## config.mk

```make
export PLATFORM = sky130hd
export DESIGN_NAME = lookup_arbiter
export DESIGN_NICKNAME = d
export VERILOG_FILES = /design/src/rtl/lookup_arbiter.sv
export SDC_FILE = /design/constraint.sdc
export NUM_CORES = 1
export LEC_CHECK = 0
export CAP_MARGIN = 20
export CELL_PAD_IN_SITES_DETAIL_PLACEMENT = 1
export CELL_PAD_IN_SITES_GLOBAL_PLACEMENT = 1
export CORE_UTILIZATION = 29
export DETAILED_ROUTE_END_ITERATION = 6
export GPL_TIMING_DRIVEN = 0
export PLACE_DENSITY = 0.83
export SLEW_MARGIN = 0
export SYNTH_ARGS = -nofsm -noshare
export SYNTH_HDL_FRONTEND = slang
export SYNTH_SLANG_ARGS = --single-unit
```

## constraint.sdc

```tcl
create_clock -name clk -period 8.61 [get_ports clk]
set_input_delay 2.1525 -clock clk [delete_from_list [all_inputs] [get_ports clk]]
set_output_delay 2.1525 -clock clk [all_outputs]
set_load 0.05 [all_outputs]
```

## src/rtl/lookup_arbiter.sv

```systemverilog
// lookup_arbiter: round-robin arbiter sharing one combinational addr->data
// lookup path among NUM_REQ valid/ready requesters, one lookup in flight.
// Optional completed-transaction counter (txn_count) under LOOKUP_ARB_STATS_EN.
module lookup_arbiter #(
    parameter int unsigned NUM_REQ = 4,
    parameter int unsigned ADDR_W  = 16,
    parameter int unsigned DATA_W  = 16
) (
    input  logic                      clk,
    input  logic                      reset,
    input  logic [NUM_REQ-1:0]        req_valid,
    input  logic [NUM_REQ*ADDR_W-1:0] req_addr,
    output logic [NUM_REQ-1:0]        req_ready,
    output logic [NUM_REQ-1:0]        rsp_valid,
    output logic [DATA_W-1:0]         rsp_data,
    input  logic [NUM_REQ-1:0]        rsp_ready,
    output logic [ADDR_W-1:0]         mem_addr,
    input  logic [DATA_W-1:0]         mem_data
`ifdef LOOKUP_ARB_STATS_EN
    ,
    output logic [15:0]               txn_count
`endif
);

    localparam int unsigned IDX_W = (NUM_REQ > 1) ? $clog2(NUM_REQ) : 1;
    localparam logic [IDX_W-1:0] LAST_IDX = IDX_W'(NUM_REQ - 1);

    typedef enum logic [1:0] {
        IDLE  = 2'd0,
        ISSUE = 2'd1,
        RESP  = 2'd2
    } state_t;

    state_t             state_q;
    state_t             state_d;
    logic [IDX_W-1:0]   rr_ptr;
    logic [IDX_W-1:0]   grant_q;
    logic [IDX_W-1:0]   win_idx;
    logic               win_found;
    logic [ADDR_W-1:0]  win_addr;
    logic [ADDR_W-1:0]  addr_q;
    logic [DATA_W-1:0]  data_q;
    logic               accept;
    logic               rsp_done;

    // Rotating-priority search: first valid requester at or after rr_ptr
    always_comb begin
        int unsigned cand;
        cand      = 0;
        win_found = 1'b0;
        win_idx   = '0;
        for (int unsigned k = 0; k < NUM_REQ; k++) begin
            cand = 32'(rr_ptr) + k;
            if (cand >= NUM_REQ) begin
                cand = cand - NUM_REQ;
            end
            if (!win_found && req_valid[IDX_W'(cand)]) begin
                win_found = 1'b1;
                win_idx   = IDX_W'(cand);
            end
        end
    end

    // Address of the winning requester
    always_comb begin
        win_addr = '0;
        for (int unsigned i = 0; i < NUM_REQ; i++) begin
            if (win_idx == IDX_W'(i)) begin
                win_addr = req_addr[i*ADDR_W +: ADDR_W];
            end
        end
    end

    assign accept   = (state_q == IDLE) && win_found;
    assign rsp_done = (state_q == RESP) && rsp_ready[grant_q];

    // State register
    always_ff @(posedge clk or negedge reset) begin
        if (!reset) begin
            state_q <= IDLE;
        end else begin
            state_q <= state_d;
        end
    end

    // Next-state logic
    always_comb begin
        state_d = state_q;
        case (state_q)
            IDLE:    if (win_found) state_d = ISSUE;
            ISSUE:   state_d = RESP;
            RESP:    if (rsp_ready[grant_q]) state_d = IDLE;
            default: state_d = IDLE;
        endcase
    end

    // Handshake strobes: accept in IDLE, response valid while in RESP
    always_comb begin
        req_ready = '0;
        rsp_valid = '0;
        if (accept) begin
            req_ready[win_idx] = 1'b1;
        end
        if (state_q == RESP) begin
            rsp_valid[grant_q] = 1'b1;
        end
    end

    // Captured request, grant, round-robin pointer and lookup result
    always_ff @(posedge clk or negedge reset) begin
        if (!reset) begin
            rr_ptr  <= '0;
            grant_q <= '0;
            addr_q  <= '0;
            data_q  <= '0;
        end else begin
            if (accept) begin
                addr_q  <= win_addr;
                grant_q <= win_idx;
                rr_ptr  <= (win_idx == LAST_IDX) ? '0 : win_idx + IDX_W'(1);
            end
            if (state_q == ISSUE) begin
                data_q <= mem_data;
            end
        end
    end

    assign mem_addr = addr_q;
    assign rsp_data = data_q;

`ifdef LOOKUP_ARB_STATS_EN
    // Saturating count of completed responses
    always_ff @(posedge clk or negedge reset) begin
        if (!reset) begin
            txn_count <= '0;
        end else if (rsp_done && (txn_count != 16'hFFFF)) begin
            txn_count <= txn_count + 16'd1;
        end
    end
`else
    logic unused_done;
    assign unused_done = rsp_done;
`endif

endmodule

```

==> summary.txt <==
TIMING
--------------------------------------------------------------------------------
Worst Hold Margin .................................................       511 ps
Unrepaired setup endpoints after global routing ...................           no
Final setup slack of the worst path ...............................      1070 ps
Measured slew at the worst slew-check pin .........................       864 ps
Highest achievable clock rate .....................................      133 MHz
Final Hold Viols ..................................................            0
Max-slew headroom .................................................        42.4%
Number of max-slew violations in the final report .................            0
Clock tree skew after final layout ................................      2.44 ps
Final critical-path required period ...............................      7540 ps
Setup violations, final ...........................................            0
Setup total negative slack ........................................         0 ps
Post-route fraction of the period consumed by the critical path ...        87.6%

PLACEMENT
--------------------------------------------------------------------------------
Area of placed instances ..........................................   3610 sq um
Post-place setup slack ............................................      1090 ps
Number of buffer cells added on primary ports .....................          129
DPL Wire Length ...................................................      6100 um
Placer Congestion .................................................        0.802

CRITICAL PATH
--------------------------------------------------------------------------------
Type of element capturing the critical path .......................  output port
Max stage delay on crit path ......................................       800 ps
Slowest library cell on the worst path ............................ sky130_fd_sc_hd__clkdlybuf4s50_1
Data arrival at the endpoint of the critical path .................      5390 ps
Start of the worst register-to-register path ......................    rr_ptr[1]
Number of cell instances on the worst register-to-register path ...            9
Class of the most critical setup path .............................       in2out
Maximum fanout along the worst path ...............................           10
Delay-heaviest family, CP ......................................... buffers and inverters
Slack of the worst reg-to-reg path ................................      5950 ps
Req. time, crit path ..............................................      6460 ps
R2r endpoint ......................................................  mem_addr[6]
Worst-path cell chain ............................................. clkdlybuf4s50_1, nor3b_1, o21bai_1, or2_2, ha_1, clkbuf_1, clkbuf_1, and3_1, clkdlybuf4s50_1
Critical path launch point type ...................................   input port
CP bufs+invs ......................................................            4

SYNTHESIS
--------------------------------------------------------------------------------
Syn_area_per_cell .................................................   9.65 sq um
Post-Synthesis Net Count ..........................................          322
Post-synth design cell area .......................................   2200 sq um
Fraction of synthesized cell area taken by the top area cell type .        43.2%
Top post-synthesis cells by area .................................. sky130_fd_sc_hd__dfrtp_1 43%, sky130_fd_sc_hd__mux2_2 8.2%, sky130_fd_sc_hd__a21oi_1 7.3%
Distinct cell type count of the synthesized netlist ...............           33
#FFs+latches synth ................................................           38
Ys Warns ..........................................................            0
Instance count of the mapped netlist ..............................          228
Share of the yosys chip area belonging to registers ...............        43.2%
Area leader, netlist .............................................. sky130_fd_sc_hd__dfrtp_1

GLOBAL ROUTE
--------------------------------------------------------------------------------
Global-route wire length before repair ............................     11900 um
Vias in the first global route ....................................         2439
Maximum number of pins on one net before global-route repair ......           39
GRT Resource Usage Total ..........................................        19.8%
Global-route congestion overflow total ............................            0
Antenna violations before repair ..................................            0

ROUTE
--------------------------------------------------------------------------------
Via count .........................................................         2314
Antenna violation net count after detailed routing ................            0
Iteration-0 DRC count of the detailed router ......................           67
Ratio of routed vias to standard cells ............................         4.99
Total wirelength of the detailed-routed design ....................      7700 um
Per-cell routed wire length .......................................      16.6 um
DRC violation count after routing .................................            0
Detailed-router iteration count before antenna repair .............            4

DIE
--------------------------------------------------------------------------------
Top-level I/O count ...............................................          130
Core Region .......................................................   7290 sq um
Area enclosed by the die boundary .................................   7940 sq um
Starting density of the core ......................................        30.2%
Cell Rows .........................................................           31
Die Span Y ........................................................      89.1 um
Die width .........................................................      89.1 um

MIN PATH
--------------------------------------------------------------------------------
Startpoint of the most critical hold path .........................  rsp_data[9]
Worst hold path type ..............................................      reg2reg
Hold Crit Depth ...................................................            1
Worst Hold Endpoint ...............................................  rsp_data[9]

CLOCKING
--------------------------------------------------------------------------------
Resized cells post-CTS ............................................            0
Buffers from clock root to sink, at most ..........................            2
Post-CTS Hold Buffers .............................................            0
Number of levels in the clock H-tree ..............................            2
Clock transition at path regs .....................................        70 ps
CTS sink cnt ......................................................           38
Buffers inserted during post-CTS setup optimization ...............            0
Worst-skew pair later-pin latency .................................       290 ps
CTS root buffer ................................................... sky130_fd_sc_hd__clkbuf_8
CTS tree ..........................................................         done
Num CTS Buffers ...................................................            5

LAYOUT
--------------------------------------------------------------------------------
Count of inserted antenna diode cells .............................            0
Fillers ...........................................................          859
Ratio of cells with drive above 1 in the final layout .............        11.0%
Layout overhead on the synthesized area ...........................        69.1%
Final nets ........................................................          458
Layout Cell Area excl Fill ........................................   3720 sq um

PWR
--------------------------------------------------------------------------------
Maximum resistive drop on vdd .....................................   0.000107 V
Static leakage ....................................................   0.00149 uW
PwrDens ...........................................................  394 nW/um^2

OUTCOME
--------------------------------------------------------------------------------
Result of the run ................................................. finished clean

JOB
--------------------------------------------------------------------------------
Max_cap viols .....................................................            0

cells by family after synthesis:
logic type | count (synthesis) | share of synthesized area, %
AO/OA/AOI/OAI | 74 | 22.1
adder cells (fa/ha/maj) | 4 | 2.28
buffers and inverters | 37 | 7.05
flip-flops | 38 | 43.2
multiplexers | 18 | 9.90
AND/OR/NAND/NOR | 57 | 15.4
worst register-to-register path: cells and delay by family, from the launching register on:
kind / cells / cell delay (ps)
AOI/OAI and AO/OA: 4 / 860
and+or+nand+nor: 2 / 590
buffers and inverters: 2 / 540
DFF: 1 / 440
adders and majority gates: 1 / 140
power breakdown:
| group | switching [uW] | internal [uW] | leakage, uW |
|---|---|---|---|
| combinational | 597 | 384 | 0.000991 |
| clock | 65.4 | 85.3 | 0.0000579 |
| sequential | 59.2 | 274 | 0.000442 |
| total | 722 | 743 | 0.00149 |
state kept, by name, indices dropped and copies added, names as in the netlist:
signal and flops:
grant_q 2, mem_addr 16, rr_ptr 2, rsp_data 16
state_q 2
layout by cell type, fill, tap and decap left out, types with 3 or more instances in the layout:
cell,instances
sky130_fd_sc_hd__clkdlybuf4s50_1,128
sky130_fd_sc_hd__dfrtp_1,38
sky130_fd_sc_hd__a21oi_1,32
sky130_fd_sc_hd__nand2_1,18
sky130_fd_sc_hd__inv_1,16
sky130_fd_sc_hd__nand3b_1,16
sky130_fd_sc_hd__a221o_1,16
sky130_fd_sc_hd__a31oi_1,16
sky130_fd_sc_hd__mux2_2,16
sky130_fd_sc_hd__clkbuf_1,12
sky130_fd_sc_hd__buf_2,8
sky130_fd_sc_hd__and3_1,5
sky130_fd_sc_hd__o21ai_0,5
sky130_fd_sc_hd__clkbuf_8,5
sky130_fd_sc_hd__ha_1,4
sky130_fd_sc_hd__nand2b_1,3
sky130_fd_sc_hd__nor3b_1,3
per-stage QoR:
| stage | cells | power, uW | utilization, % |
|---|---|---|---|
| 6_report | 464 | 1470 | 51.0 |
| 3_5_place_dp | 456 | 1330 | 49.5 |
| 2_1_floorplan | 228 | 988 | - |
| 4_1_cts | 464 | 1480 | 51.0 |
| 5_1_grt | 464 | 1560 | 51.0 |
| 3_3_place_gp | 456 | 1300 | 49.6 |
routing by layer:
| layer | share of wire [%] | track usage, % | vias up |
|---|---|---|---|
| li1 | - | - | 1105 |
| met1 | 39 | 22.5 | 1102 |
| met2 | 51 | 36.6 | 97 |
| met3 | 8.8 | 5.17 | 10 |
| met4 | 1.1 | 5.48 | 0 |
| met5 | 0 | 0 | - |
cells in the mapped netlist:
library cell               count
sky130_fd_sc_hd__a21boi_0      1
sky130_fd_sc_hd__inv_2         1
sky130_fd_sc_hd__o31ai_1       1
sky130_fd_sc_hd__mux2_2       16
sky130_fd_sc_hd__clkbuf_1     12
sky130_fd_sc_hd__dfrtp_1      38
sky130_fd_sc_hd__nand2_1      18
sky130_fd_sc_hd__o32a_1        1
sky130_fd_sc_hd__and4b_1       1
sky130_fd_sc_hd__or3_1         1
sky130_fd_sc_hd__buf_6         1
sky130_fd_sc_hd__nand4b_1      1
sky130_fd_sc_hd__a31oi_1      16
sky130_fd_sc_hd__nor2_1        2
sky130_fd_sc_hd__inv_1        16
sky130_fd_sc_hd__o21bai_1      1
sky130_fd_sc_hd__o41ai_1       1
sky130_fd_sc_hd__ha_1          4
sky130_fd_sc_hd__nand3b_1     16
sky130_fd_sc_hd__a221o_1      16
sky130_fd_sc_hd__buf_2         7
sky130_fd_sc_hd__nor3_1        2
sky130_fd_sc_hd__nand2b_1      3
sky130_fd_sc_hd__nand2_2       1
sky130_fd_sc_hd__o21ai_0       5
sky130_fd_sc_hd__nor3b_1       3
sky130_fd_sc_hd__nor4_1        1
sky130_fd_sc_hd__mux2_4        1
sky130_fd_sc_hd__a21oi_1      32
sky130_fd_sc_hd__or4_4         1
sky130_fd_sc_hd__and3_1        5
sky130_fd_sc_hd__or2_2         2
sky130_fd_sc_hd__mux4_2        1
worst max-delay path by stage:
stage / cells past startpoint / end / slack, ps / startpoint
2_1_floorplan: 7 / req_ready[2] / 2570 / req_valid[0]
3_3_place_gp: 9 / req_ready[2] / 1100 / req_valid[0]
3_5_place_dp: 9 / req_ready[2] / 1090 / req_valid[0]
4_1_cts: 9 / req_ready[2] / 1080 / req_valid[0]
5_1_grt: 9 / req_ready[2] / 930 / req_valid[0]
6_report: 9 / req_ready[2] / 1070 / req_valid[0]
final cells by class:
cell class                 count  area, sq um  area share (%)
clock inverter                 3         40.0            1.08
inverter                      17         63.8            1.72
clock buffer                   5         68.8            1.85
sequential                    38          951            25.6
timing repair buffer         129         1290            34.6
multi-input combinational    153         1090            29.4
tap                           99          124            3.33
buffer                        20         91.3            2.46
Note: power is estimated with default switching activity, not from simulation.
